**src/rtl/cpu_bus_decoder_if.sv**
```systemverilog
// CPU-side and slave-side bus bundle for cpu_bus_decoder.
// The decoder takes the slave modport; the CPU/slave environment takes master.
interface cpu_bus_decoder_if;
   logic        cpud_request;
   logic [31:0] cpud_addr;
   logic        cpud_write;
   logic [3:0]  cpud_byte_enable;
   logic [31:0] cpud_wdata;
   logic [31:0] cpud_rdata;
   logic        cpud_ack;

   logic        mem_request;
   logic [31:0] mem_addr;
   logic [31:0] mem_rdata;
   logic        mem_ack;

   logic        hwr_request;
   logic [15:0] hwr_addr;
   logic [31:0] hwr_rdata;
   logic        hwr_ack;

   logic        slv_write;
   logic [3:0]  slv_byte_enable;
   logic [31:0] slv_wdata;

   logic        bus_error;
   logic        protocol_error;

   modport slave (
      input  cpud_request, cpud_addr, cpud_write, cpud_byte_enable, cpud_wdata,
      input  mem_rdata, mem_ack, hwr_rdata, hwr_ack,
      output cpud_rdata, cpud_ack, mem_request, mem_addr, hwr_request, hwr_addr,
      output slv_write, slv_byte_enable, slv_wdata, bus_error, protocol_error
   );

   modport master (
      output cpud_request, cpud_addr, cpud_write, cpud_byte_enable, cpud_wdata,
      output mem_rdata, mem_ack, hwr_rdata, hwr_ack,
      input  cpud_rdata, cpud_ack, mem_request, mem_addr, hwr_request, hwr_addr,
      input  slv_write, slv_byte_enable, slv_wdata, bus_error, protocol_error
   );
endinterface

```
**src/rtl/cpu_bus_decoder.sv**
```systemverilog
// CPU bus decoder: routes one outstanding CPU access to main memory or the
// hardware register block. Optional ack watchdog enabled by BUS_TIMEOUT_EN.
module cpu_bus_decoder #(
   parameter int          TIMEOUT_CYCLES = 256,
   parameter logic [31:0] MEM_TOP        = 32'h3FFFFFFF
) (
   input  logic              clock,
   input  logic              reset,
   cpu_bus_decoder_if.slave  bus
);

   typedef enum logic [1:0] {IDLE, MEM_WAIT, HWR_WAIT, ERR_ACK} state_t;

   state_t state;
   logic   hit_mem;
   logic   hit_hwr;
   logic   accept;
   logic   expired;

   assign hit_mem = (bus.cpud_addr <= MEM_TOP);
   assign hit_hwr = !hit_mem && (bus.cpud_addr[31:16] == 16'hE000);
   // The cycle carrying cpud_ack still counts as busy, so requests there are dropped.
   assign accept  = bus.cpud_request && (state == IDLE) && !bus.cpud_ack;

`ifdef BUS_TIMEOUT_EN
   localparam int             CW   = (TIMEOUT_CYCLES > 1) ? $clog2(TIMEOUT_CYCLES) : 1;
   localparam logic [CW-1:0]  LAST = CW'(TIMEOUT_CYCLES - 1);

   logic [CW-1:0] wait_cnt;

   assign expired = (wait_cnt == LAST);

   always_ff @(posedge clock or posedge reset) begin
      if (reset)
         wait_cnt <= '0;
      else if (accept)
         wait_cnt <= '0;
      else if (state == MEM_WAIT || state == HWR_WAIT)
         wait_cnt <= wait_cnt + 1'b1;
   end
`else
   // No watchdog: a slave may hold the bus forever.
   assign expired = (TIMEOUT_CYCLES < 0);
`endif

   always_ff @(posedge clock or posedge reset) begin
      if (reset) begin
         state               <= IDLE;
         bus.cpud_ack        <= 1'b0;
         bus.cpud_rdata      <= '0;
         bus.mem_request     <= 1'b0;
         bus.mem_addr        <= '0;
         bus.hwr_request     <= 1'b0;
         bus.hwr_addr        <= '0;
         bus.slv_write       <= 1'b0;
         bus.slv_byte_enable <= '0;
         bus.slv_wdata       <= '0;
         bus.bus_error       <= 1'b0;
         bus.protocol_error  <= 1'b0;
      end else begin
         bus.cpud_ack    <= 1'b0;
         bus.cpud_rdata  <= '0;
         bus.bus_error   <= 1'b0;
         bus.mem_request <= 1'b0;
         bus.hwr_request <= 1'b0;

         if (bus.cpud_request && !accept)
            bus.protocol_error <= 1'b1;

         case (state)
            IDLE: begin
               if (accept) begin
                  if (hit_mem || hit_hwr) begin
                     bus.slv_write       <= bus.cpud_write;
                     bus.slv_byte_enable <= bus.cpud_byte_enable;
                     bus.slv_wdata       <= bus.cpud_wdata;
                  end
                  if (hit_mem) begin
                     state           <= MEM_WAIT;
                     bus.mem_request <= 1'b1;
                     bus.mem_addr    <= bus.cpud_addr;
                  end else if (hit_hwr) begin
                     state           <= HWR_WAIT;
                     bus.hwr_request <= 1'b1;
                     bus.hwr_addr    <= bus.cpud_addr[15:0];
                  end else begin
                     state <= ERR_ACK;
                  end
               end
            end
            MEM_WAIT: begin
               if (bus.mem_ack) begin
                  state          <= IDLE;
                  bus.cpud_ack   <= 1'b1;
                  bus.cpud_rdata <= bus.mem_rdata;
               end else if (expired) begin
                  state <= ERR_ACK;
               end
            end
            HWR_WAIT: begin
               if (bus.hwr_ack) begin
                  state          <= IDLE;
                  bus.cpud_ack   <= 1'b1;
                  bus.cpud_rdata <= bus.hwr_rdata;
               end else if (expired) begin
                  state <= ERR_ACK;
               end
            end
            ERR_ACK: begin
               state          <= IDLE;
               bus.cpud_ack   <= 1'b1;
               bus.cpud_rdata <= 32'hDEADBEEF;
               bus.bus_error  <= 1'b1;
            end
            default: state <= IDLE;
         endcase
      end
   end

endmodule

```
**src/flat_wrapper.sv**
```systemverilog
// flat-port wrapper written by rule: the top's interface ports become plain ports
module cpu_bus_decoder_flat 
#(
   parameter int          TIMEOUT_CYCLES = 256,
   parameter logic [31:0] MEM_TOP        = 32'h3FFFFFFF
)
  (clock, reset, bus_cpud_request, bus_cpud_addr, bus_cpud_write, bus_cpud_byte_enable, bus_cpud_wdata, bus_mem_rdata, bus_mem_ack, bus_hwr_rdata, bus_hwr_ack, bus_cpud_rdata, bus_cpud_ack, bus_mem_request, bus_mem_addr, bus_hwr_request, bus_hwr_addr, bus_slv_write, bus_slv_byte_enable, bus_slv_wdata, bus_bus_error, bus_protocol_error);
  cpu_bus_decoder_if bus_i ();
  input  logic clock;
  input  logic reset;
  input wire logic [$bits(bus_i.cpud_request)-1:0] bus_cpud_request;
  input wire logic [$bits(bus_i.cpud_addr)-1:0] bus_cpud_addr;
  input wire logic [$bits(bus_i.cpud_write)-1:0] bus_cpud_write;
  input wire logic [$bits(bus_i.cpud_byte_enable)-1:0] bus_cpud_byte_enable;
  input wire logic [$bits(bus_i.cpud_wdata)-1:0] bus_cpud_wdata;
  input wire logic [$bits(bus_i.mem_rdata)-1:0] bus_mem_rdata;
  input wire logic [$bits(bus_i.mem_ack)-1:0] bus_mem_ack;
  input wire logic [$bits(bus_i.hwr_rdata)-1:0] bus_hwr_rdata;
  input wire logic [$bits(bus_i.hwr_ack)-1:0] bus_hwr_ack;
  output wire logic [$bits(bus_i.cpud_rdata)-1:0] bus_cpud_rdata;
  output wire logic [$bits(bus_i.cpud_ack)-1:0] bus_cpud_ack;
  output wire logic [$bits(bus_i.mem_request)-1:0] bus_mem_request;
  output wire logic [$bits(bus_i.mem_addr)-1:0] bus_mem_addr;
  output wire logic [$bits(bus_i.hwr_request)-1:0] bus_hwr_request;
  output wire logic [$bits(bus_i.hwr_addr)-1:0] bus_hwr_addr;
  output wire logic [$bits(bus_i.slv_write)-1:0] bus_slv_write;
  output wire logic [$bits(bus_i.slv_byte_enable)-1:0] bus_slv_byte_enable;
  output wire logic [$bits(bus_i.slv_wdata)-1:0] bus_slv_wdata;
  output wire logic [$bits(bus_i.bus_error)-1:0] bus_bus_error;
  output wire logic [$bits(bus_i.protocol_error)-1:0] bus_protocol_error;
  assign bus_i.cpud_request = bus_cpud_request;
  assign bus_i.cpud_addr = bus_cpud_addr;
  assign bus_i.cpud_write = bus_cpud_write;
  assign bus_i.cpud_byte_enable = bus_cpud_byte_enable;
  assign bus_i.cpud_wdata = bus_cpud_wdata;
  assign bus_i.mem_rdata = bus_mem_rdata;
  assign bus_i.mem_ack = bus_mem_ack;
  assign bus_i.hwr_rdata = bus_hwr_rdata;
  assign bus_i.hwr_ack = bus_hwr_ack;
  assign bus_cpud_rdata = bus_i.cpud_rdata;
  assign bus_cpud_ack = bus_i.cpud_ack;
  assign bus_mem_request = bus_i.mem_request;
  assign bus_mem_addr = bus_i.mem_addr;
  assign bus_hwr_request = bus_i.hwr_request;
  assign bus_hwr_addr = bus_i.hwr_addr;
  assign bus_slv_write = bus_i.slv_write;
  assign bus_slv_byte_enable = bus_i.slv_byte_enable;
  assign bus_slv_wdata = bus_i.slv_wdata;
  assign bus_bus_error = bus_i.bus_error;
  assign bus_protocol_error = bus_i.protocol_error;
  cpu_bus_decoder #(.TIMEOUT_CYCLES(TIMEOUT_CYCLES), .MEM_TOP(MEM_TOP)) u_core (.clock(clock), .reset(reset), .bus(bus_i));
endmodule
```
**config.mk**
```make
export PLATFORM = sky130hd
export DESIGN_NAME = cpu_bus_decoder_flat
export DESIGN_NICKNAME = d
export VERILOG_FILES = /design/src/rtl/cpu_bus_decoder_if.sv /design/src/rtl/cpu_bus_decoder.sv /design/src/flat_wrapper.sv
export SDC_FILE = /design/constraint.sdc
export NUM_CORES = 1
export LEC_CHECK = 0
export ABC_CLOCK_PERIOD_IN_PS = 6920
export BUFFER_PORTS_ARGS = -buffer_cell sky130_fd_sc_hd__clkbuf_2
export CORE_MARGIN = 3
export CORE_UTILIZATION = 48
export CTS_CLUSTER_DIAMETER = 40
export CTS_CLUSTER_SIZE = 40
export DETAILED_ROUTE_END_ITERATION = 6
export GPL_TIMING_DRIVEN = 1
export HOLD_SLACK_MARGIN = 0.02
export PLACE_DENSITY = 0.89
export SYNTH_ARGS = -nofsm -noshare
export SYNTH_HDL_FRONTEND = slang
export SYNTH_SLANG_ARGS = --single-unit
export TNS_END_PERCENT = 30
```
**constraint.sdc**
```tcl
create_clock -name clock -period 6.92 [get_ports clock]
set_input_delay 1.038 -clock clock [delete_from_list [all_inputs] [get_ports clock]]
set_output_delay 1.038 -clock clock [all_outputs]
set_load 0.005 [all_outputs]
```
==> impl_metrics.json, run 1 <==
{
  "setup_ws_ns": 3.929,
  "cts_root_buf": "clkbuf_8",
  "peakVddDrop_uv": 234.3,
  "ant_nets": 0,
  "rows": 35,
  "post_cts_buffers": 0,
  "layout_common_cells": "clkbuf_2 (259), dfrtp_1 (124), mux2_2 (54), mux2_4 (27), a221o_1 (24)",
  "leakage_nw": 3.647,
  "fillers": 665,
  "clk_pin_slew_worst_paths_ns": 0.06,
  "grt_pass1_vias": 3820,
  "drive_gt1_share_pct": 67.74,
  "netlist_area_sq_um": 4787,
  "layout_commonest_cell": "clkbuf_2",
  "cts_tree": "done",
  "routed_wl_um": 13020,
  "synth_cell_type_count": 28,
  "finalSetupViolations": 0,
  "drcViolationCount": 0,
  "grtUsageMet2_pct": 42.17,
  "place_hpwl_um": 10060,
  "met3_usage_pct": 8.757,
  "htree_levels": 4,
  "die_w_um": 105.9,
  "fin_skew_ns": 0.008738,
  "ys_ff_latch": 124,
  "endpoint_kind": "flip-flop",
  "grtUsageTotal_pct": 23.78,
  "grt_pass1_wl_um": 20490,
  "grt_overflow": 0,
  "fin_nets": 683,
  "top_usage_layer": "met2",
  "critical_path_class": "primary input to flip-flop",
  "rsz0062_at_grt": "false",
  "fmax_ghz": 0.3344,
  "postPlaceCellArea_sq_um": 6101,
  "crit_start": "bus_cpud_addr[22]",
  "maxCapViolCount": 0,
  "met1_usage_pct": 26.59,
  "ctsHoldBuffers": 0,
  "dr.pass1.iters": 4,
  "place_ws_ns": 3.332,
  "io_pins": 260,
  "area_growth_pct": 39.55,
  "setup_tns_ns": 0,
  "critPathArrivalTime_ns": 3.36,
  "grt_max_degree": 69,
  "viasPerCell": 5.096,
  "hold_slack_ns": 0.4846,
  "relSlewSlack_pct": 19.50,
  "fp.coreArea_sq_um": 9459,
  "yosysSeqAreaShare_pct": 64.82,
  "hold_path.class": "flip-flop to flip-flop",
  "rr_startpoint": "u_core.state[1]",
  "cp-start-kind": "primary input",
  "die_area_sq_um": 11210,
  "hold_viol": 0,
  "fin_area_sq_um": 6680,
  "numCtsBuffers": 17,
  "yosys_warnings": 0,
  "clk_latency_ns": 0.50,
  "status": "finished, final reports clean",
  "wl_per_cell_um": 18.94,
  "vias": 3501,
  "drtIter0Drc": 140,
  "tightest_slew_ns": 1.207,
  "ctsResizeCount": 0,
  "n_antenna_cell": 0,
  "hold_start": "u_core.bus.protocol_error",
  "io_buffers": 259,
  "antenna_found_initial": 0,
  "clockBufferDepth": 2,
  "critPathMaxFanout": 37,
  "cpPeakStageDelay_ns": 1.00,
  "worstPathRequired_ns": 7.29,
  "die_h_um": 105.9,
  "slew_violations": 0,
  "crit_chain": "clkbuf_2 > nor4_1 > nand4_1 > a21oi_4 > mux2_2",
  "syn_nets": 422,
  "synth_cells": 284,
  "cp_slowest_cell": "a21oi_4",
  "p_per_area_nw_per_um2": 415.8,
  "synth_area_per_cell_sq_um": 16.86,
  "finalCriticalPeriod_ns": 2.991,
  "gp_congestion": 0.7823,
  "start_util_pct": 50.61,
  "clock-sinks": 124,
  "finalCritPeriodShare_pct": 43.22
}
worst max-delay path, delay by kind of cell:
| family | cells | cell delay [ns] |
|---|---|---|
| mux | 1 | 0.43 |
| simple gates | 2 | 0.78 |
| compound gates | 1 | 1.00 |
| buf+inv | 1 | 0.10 |
flip-flops by register name, summed over array words and instances, names as in the netlist, 2 cells and up:
register                    cells
u_core.bus.cpud_rdata          32
u_core.bus.mem_addr            32
u_core.bus.slv_wdata           32
u_core.bus.hwr_addr            16
u_core.bus.slv_byte_enable      4
u_core.state                    2
metal layers:
metal	up-vias	wire length [um]
met1	1718	4757
met2	193	6845
li1	1572	-
met4	0	233
met3	18	1178
met5	-	0
cells in the mapped netlist:
| cell | instances | area [sq um] |
|---|---|---|
| mux2_2 | 54 | 608.1 |
| clkbuf_1 | 10 | 37.54 |
| or3_1 | 1 | 6.260 |
| mux2_4 | 27 | 405.4 |
| or2_2 | 1 | 6.260 |
| a21oi_4 | 1 | 16.27 |
| nor4b_1 | 1 | 8.760 |
| inv_1 | 5 | 18.77 |
| mux2_1 | 2 | 22.52 |
| buf_12 | 2 | 40.04 |
| buf_4 | 1 | 7.510 |
| a21o_1 | 1 | 7.510 |
| buf_8 | 3 | 45.04 |
| nor4bb_1 | 1 | 10.01 |
| and2_1 | 3 | 18.77 |
| o32ai_1 | 1 | 8.760 |
| or4b_1 | 1 | 10.01 |
| a221o_1 | 24 | 240.2 |
| and3_1 | 2 | 12.51 |
| dfrtp_1 | 124 | 3103 |
| nor2_4 | 1 | 11.26 |
| buf_6 | 3 | 33.78 |
| nor4_1 | 2 | 12.51 |
| a22o_1 | 8 | 70.07 |
| nand4_1 | 1 | 6.260 |
| o22ai_1 | 1 | 6.260 |
| nor2_1 | 2 | 7.510 |
| nand2b_1 | 1 | 6.260 |
per-stage QoR:
step	power [mW]	std cells	util, %
3_3_place_gp	1.897	655	64.50
4_1_cts	2.813	687	70.62
2_1_floorplan	1.538	284	-
3_5_place_dp	1.948	655	64.50
6_report	2.777	687	70.62
5_1_grt	2.938	687	70.62
cell families (layout without fill, tap and decap cells):
group           count (synthesis)  in the layout  synth area share (%)
compound gates                 36             36                 7.293
buf+inv                        24            298                 3.816
mux                            83             83                 21.64
flops                         124            124                 64.82
simple gates                   17             17                 2.431
where the power goes:
part           internal (mW)  switching, mW
logic                  0.465          0.322
registers              0.997          0.139
clock network          0.521          0.333
total                   1.98          0.795
layout make-up:
type	instances	area, sq um	share of cell area (%)
flip-flops and latches	124	3103	46.45
multi-input cells	136	1504	22.51
repair buffers	261	1311	19.63
clock buffers	18	417.9	6.256
clock inverters	14	161.4	2.416
well taps	129	161.4	2.416
inverters	5	21.27	0.3184
worst paths after layout:
kind	cells past startpoint	slack [ns]	to
setup / recovery	5	3.93	u_core.bus.slv_wdata[12]
hold / removal	1	0.48	u_core.bus.protocol_error
setup reg to reg	3	4.28	u_core.bus.slv_wdata[12]
hold reg to reg	1	0.48	u_core.bus.protocol_error
max in group asynchronous	3	4.95	u_core.bus.mem_addr[8]
min in group asynchronous	2	0.64	u_core.bus.mem_addr[20]
Note: power is estimated with default switching activity, not from simulation.
==> run 2, diff against run 1 <==
ABC_CLOCK_PERIOD_IN_PS = 2890   (was 6920)
CORE_UTILIZATION = 45   (was 48)
PLACE_DENSITY = 0.85   (was 0.89)
clock period = 2.89 ns   (was 6.92 ns; I/O delays follow)
==> impl_metrics.json, run 2 (synthesized netlist as in run 1, its figures left out) <==
{
  "status": "finished, final reports clean",
  "clk_latency_ns": 0.50,
  "fp.coreArea_sq_um": 10320,
  "critPathArrivalTime_ns": 2.56,
  "layout_common_cells": "clkbuf_2 (259), dfrtp_1 (124), mux2_2 (54), mux2_4 (27), a221o_1 (24)",
  "layout_commonest_cell": "clkbuf_2",
  "die_w_um": 109.1,
  "fin_skew_ns": 0.009363,
  "die_area_sq_um": 11910,
  "rr_endpoint": "u_core.bus.mem_addr[20]",
  "peakVddDrop_uv": 421.5,
  "clk_pin_slew_worst_paths_ns": 0.06,
  "fillers": 755,
  "maxCapViolCount": 0,
  "slew_violations": 0,
  "cp-start-kind": "flip-flop",
  "crit_end": "u_core.bus.mem_addr[20]",
  "endpoint_kind": "flip-flop",
  "clockBufferDepth": 2,
  "vias": 3410,
  "antenna_found_initial": 0,
  "n_antenna_cell": 0,
  "worstPathRequired_ns": 3.27,
  "dr.pass1.iters": 4,
  "viasPerCell": 4.892,
  "ant_nets": 0,
  "finalSetupViolations": 0,
  "setup_tns_ns": 0,
  "place_hpwl_um": 8821,
  "io_buffers": 259,
  "rows": 37,
  "numCtsBuffers": 17,
  "io_pins": 260,
  "r2r_cells": 4,
  "ctsResizeCount": 0,
  "largestRegisters": "u_core.bus.cpud_rdata (32), u_core.bus.mem_addr (32), u_core.bus.slv_wdata (32)",
  "grt_overflow": 0,
  "grt_pass1_wl_um": 17570,
  "fin_nets": 686,
  "grt_max_degree": 125,
  "fmax_ghz": 0.4587,
  "critPathMaxFanout": 33,
  "area_growth_pct": 41.77,
  "start_util_pct": 46.37,
  "wl_per_cell_um": 16.75,
  "ctsHoldBuffers": 0,
  "grtUsageTotal_pct": 19.74,
  "hold_viol": 0,
  "tightest_slew_ns": 1.145,
  "drtIter0Drc": 100,
  "crit_start": "u_core.state[1]",
  "critical_path_class": "flip-flop to flip-flop",
  "routed_wl_um": 11680,
  "leakage_nw": 3.699,
  "clock-sinks": 124,
  "grt_pass1_vias": 3541,
  "p_per_area_nw_per_um2": 998.6,
  "post_cts_buffers": 0,
  "utilization_pct": 65.74,
  "rr_startpoint": "u_core.state[1]",
  "drive_gt1_share_pct": 67.91,
  "htree_levels": 4,
  "ff2ff_setup_slack_ns": 0.71,
  "cts_root_buf": "clkbuf_8",
  "finalCriticalPeriod_ns": 2.180,
  "rsz0062_at_grt": "false",
  "cts_tree": "done",
  "die_h_um": 109.1,
  "relSlewSlack_pct": 23.65,
  "hold_path.class": "primary input to asynchronous set/reset pin",
  "drcViolationCount": 0,
  "gp_congestion": 0.7260,
  "finalCritPeriodShare_pct": 75.44
}
run 2: cell types whose count changed in the layout (fill, tap and decap cells not counted), sizes merged:
cell | before | now
buf | 2 | 5
bufinv | 2 | 4
clkbuf | 277 | 281
clkinv | 1 | 4
clkinvlp | 5 | 3
inv | 11 | 4
run 2: stage by stage:
step                      hold slack (ns)  std cells  worst slack, ns  total power [mW]  area (sq um)
after global routing               0.1133        697           0.6331             7.187          6787
after floorplan                    0.4510        284           0.9266             3.684          4791
after global placement             0.4467        665           0.5923             4.543          6161
final                             0.06295        697           0.7097             6.777          6787
after detailed placement           0.4462        665           0.5534             4.642          6161
after CTS                          0.1096        697           0.7031             6.871          6787
run 2: layout make-up:
| type | instances | area, sq um | area share, % |
|---|---|---|---|
| clock buffers | 22 | 462.9 | 6.822 |
| clock inverters | 10 | 162.7 | 2.397 |
| inverters | 5 | 22.52 | 0.3319 |
| multi-input cells | 136 | 1506 | 22.20 |
| flip-flops and latches | 124 | 3103 | 45.72 |
| well taps | 136 | 170.2 | 2.507 |
| repair buffers | 264 | 1359 | 20.02 |
run 2: worst min-delay path by stage:
stage	endpoint	slack, ns	cells after the start
6_report	u_core.bus.slv_wdata[15]	0.06	3
5_1_grt	u_core.bus.cpud_rdata[14]	0.11	2
4_1_cts	u_core.state[0]	0.11	2
3_5_place_dp	u_core.bus.protocol_error	0.45	1
3_3_place_gp	u_core.bus.protocol_error	0.45	1
2_1_floorplan	u_core.bus.protocol_error	0.45	1
run 2: routing by layer:
layer | GRT usage (%) | wire (um) | vias up | share of wire (%)
met2 | 33.86 | 5914 | 184 | 51
met3 | 6.927 | 1094 | 21 | 9.4
met5 | 0 | 0 | - | 0
met1 | 22.04 | 4405 | 1627 | 38
li1 | - | - | 1578 | -
met4 | 8.927 | 263 | 0 | 2.3
run 2: report_power, final:
part | switching [mW] | total, mW | internal, mW | leakage [nW]
registers | 0.330 | 2.72 | 2.39 | 1.58
logic | 0.742 | 1.86 | 1.12 | 1.82
clock network | 0.726 | 2.19 | 1.47 | 0.301
run 2: worst max-delay path: stages (launching register included):
cell	delay, ns
dfrtp_1	0.40
or4b_1	0.71
nand2b_2	0.25
buf_4	0.30
mux2_4	0.37
==> run 3, diff against run 2 <==
ABC_AREA = 1   (was not set)
ABC_CLOCK_PERIOD_IN_PS = 2200   (was 2890)
PLACE_DENSITY = 0.84   (was 0.85)
clock period = 2.2 ns   (was 2.89 ns; I/O delays follow)
==> impl_metrics.json, run 3 <==
{
  "clk_latency_ns": 0.51,
  "yosysTopAreaCellShare_pct": 63.25,
  "yosysTopAreaCell": "dfrtp_1",
  "synthFlopType": "dfrtp_1",
  "cp-start-kind": "flip-flop",
  "netlist_area_sq_um": 4906,
  "finalPower_mw": 8.762,
  "ys_ff_latch": 124,
  "finalCritPeriodShare_pct": 86.29,
  "drcViolationCount": 0,
  "crit_path_frequent_cell": "nand2_1",
  "tightest_slew_ns": 0.4175,
  "synth_area_per_cell_sq_um": 9.380,
  "r2r_cells": 8,
  "syn_nets": 661,
  "post_cts_buffers": 0,
  "die_h_um": 110.4,
  "io_pins": 260,
  "slew_violations": 0,
  "dr.pass1.iters": 6,
  "whs_path_depth": 3,
  "status": "finished, final reports clean",
  "synth-edff-count": 0,
  "postPlaceCellArea_sq_um": 6330,
  "area_growth_pct": 48.84,
  "layout_common_cells": "clkbuf_2 (259), nand2_1 (171), dfrtp_1 (124), nand3_1 (99), dlygate4sd3_1 (40)",
  "cts_tree": "done",
  "peakVddDrop_uv": 519.1,
  "io_buffers": 259,
  "critPathMaxFanout": 32,
  "ant_nets": 0,
  "fp.coreArea_sq_um": 10460,
  "clk_pin_slew_worst_paths_ns": 0.06,
  "top_usage_layer": "met2",
  "largestRegisters": "u_core.bus.cpud_rdata (32), u_core.bus.mem_addr (32), u_core.bus.slv_wdata (32)",
  "wl_per_cell_um": 16.20,
  "hold_viol": 0,
  "grt_max_degree": 66,
  "relSlewSlack_pct": 72.17,
  "drtIter0Drc": 456,
  "dp_cells": 897,
  "yosys_warnings": 0,
  "fin_area_sq_um": 7302,
  "die_w_um": 110.4,
  "clock-sinks": 124,
  "finalSetupViolations": 0,
  "synthMostInstantiatedCell": "nand2_1",
  "rows": 37,
  "grt_overflow": 0,
  "finalNonFillerCells": 970,
  "place_hpwl_um": 10250,
  "critical_path_class": "flip-flop to flip-flop",
  "viasPerCell": 5.095,
  "async_flop_share_pct": 100.0,
  "gp_congestion": 0.7976,
  "grtUsageTotal_pct": 25.70,
  "rsz0062_at_grt": "false",
  "synth_cells": 523,
  "ff2ff_setup_slack_ns": 0.30,
  "cp_slowest_cell": "dlygate4sd3_1",
  "cpPeakStageDelay_ns": 0.55,
  "start_util_pct": 46.89,
  "fin_skew_ns": 0.005376,
  "maxCapViolCount": 0,
  "p_per_area_nw_per_um2": 1200,
  "synth_common_cells": "nand2_1 (171), dfrtp_1 (124), nand3_1 (99), inv_1 (29), o21ai_1 (24)",
  "drive_gt1_share_pct": 37.33,
  "met1_usage_pct": 30.30,
  "clockBufferDepth": 2,
  "finalCriticalPeriod_ns": 1.898,
  "worstPathRequired_ns": 2.65,
  "numCtsBuffers": 17,
  "yosysSeqAreaShare_pct": 63.25,
  "synth_cell_type_count": 22,
  "cts_root_buf": "clkbuf_8",
  "grtUsageMet2_pct": 41.79,
  "layout_commonest_cell": "clkbuf_2",
  "grt_pass1_wl_um": 25070,
  "hold_path.class": "primary input to flip-flop",
  "grt_pass1_vias": 5037,
  "htree_levels": 4,
  "routed_wl_um": 15720,
  "crit_chain": "inv_2 > nor2_1 > nand2_1 > inv_1 > buf_4 > nand2_1 > nand3_1 > dlygate4sd3_1",
  "fmax_ghz": 0.5267,
  "leakage_nw": 4.233,
  "vias": 4942,
  "ctsResizeCount": 0,
  "setup_tns_ns": 0,
  "endpoint_kind": "flip-flop",
  "met3_usage_pct": 7.945,
  "synth.area.top_cells": "dfrtp_1 (63%), nand2_1 (13%), nand3_1 (10%)",
  "die_area_sq_um": 12190,
  "critPathArrivalTime_ns": 2.34,
  "fin_nets": 958,
  "antenna_found_initial": 1
}
## run 3: per-stage QoR
step | setup WS [ns] | utilization, % | hold slack [ns]
finish | 0.3015 | 69.79 | 0.04276
global route | 0.1727 | 69.79 | 0.02429
CTS | 0.3833 | 69.77 | 0.02097
detailed placement | 0.6089 | 60.50 | 0.2819
global placement | 0.6132 | 60.50 | 0.2802
floorplan | 0.3447 | - | 0.4386
## run 3: final timing paths
check                                        startpoint                         to
min in group asynchronous                         reset   u_core.bus.cpud_rdata[1]
worst min-delay path                  bus_hwr_rdata[11]  u_core.bus.cpud_rdata[11]
worst min register to register  u_core.bus.mem_addr[31]    u_core.bus.mem_addr[31]
max in group asynchronous                         reset    u_core.bus.slv_wdata[7]
worst max-delay path                    u_core.state[1]  u_core.bus.cpud_rdata[25]
worst max register to register          u_core.state[1]  u_core.bus.cpud_rdata[25]
## run 3: cells by family (layout without fill, tap and decap cells)
logic type / after synthesis / count (layout) / share of synthesized area, %
simple gates: 290 / 290 / 25.66
flops: 124 / 124 / 63.25
buf+inv: 64 / 374 / 5.764
compound gates: 45 / 45 / 5.331
other cells: 0 / 1 / 0
## run 3: worst max-delay path: cells and delay by family (launching register included)
kind	cells	cell delay (ns)
flops	1	0.37
buf+inv	4	0.99
simple gates	4	0.46
## run 3: what timing repair did
item                                    in CTS  in global routing
endpoints found under the setup margin       0                  0
hold buffers                                40                  0
endpoints found under the hold margin       36                  0
## run 3: cell type report
cell class	count	area (sq um)
Sequential cell	124	3103
Clock inverter	10	116.4
Inverter	33	127.6
Timing Repair Buffer	309	1809
Antenna cell	1	2.502
Multi-Input combinational cell	335	1520
Fill cell	797	3161
Clock buffer	22	452.9
Tap cell	136	170.2
## run 3: routing by layer
layer / part of all wire [%] / wire (um)
met5: 0 / 0
met4: 4.5 / 703
met3: 8.7 / 1373
met2: 49 / 7778
met1: 37 / 5860
## run 3: power by group
| part | total, mW | switching (mW) | internal (mW) |
|---|---|---|---|
| Clock | 2.67 | 0.999 | 1.67 |
| Sequential | 3.52 | 0.434 | 3.09 |
| Combinational | 2.57 | 1.35 | 1.22 |
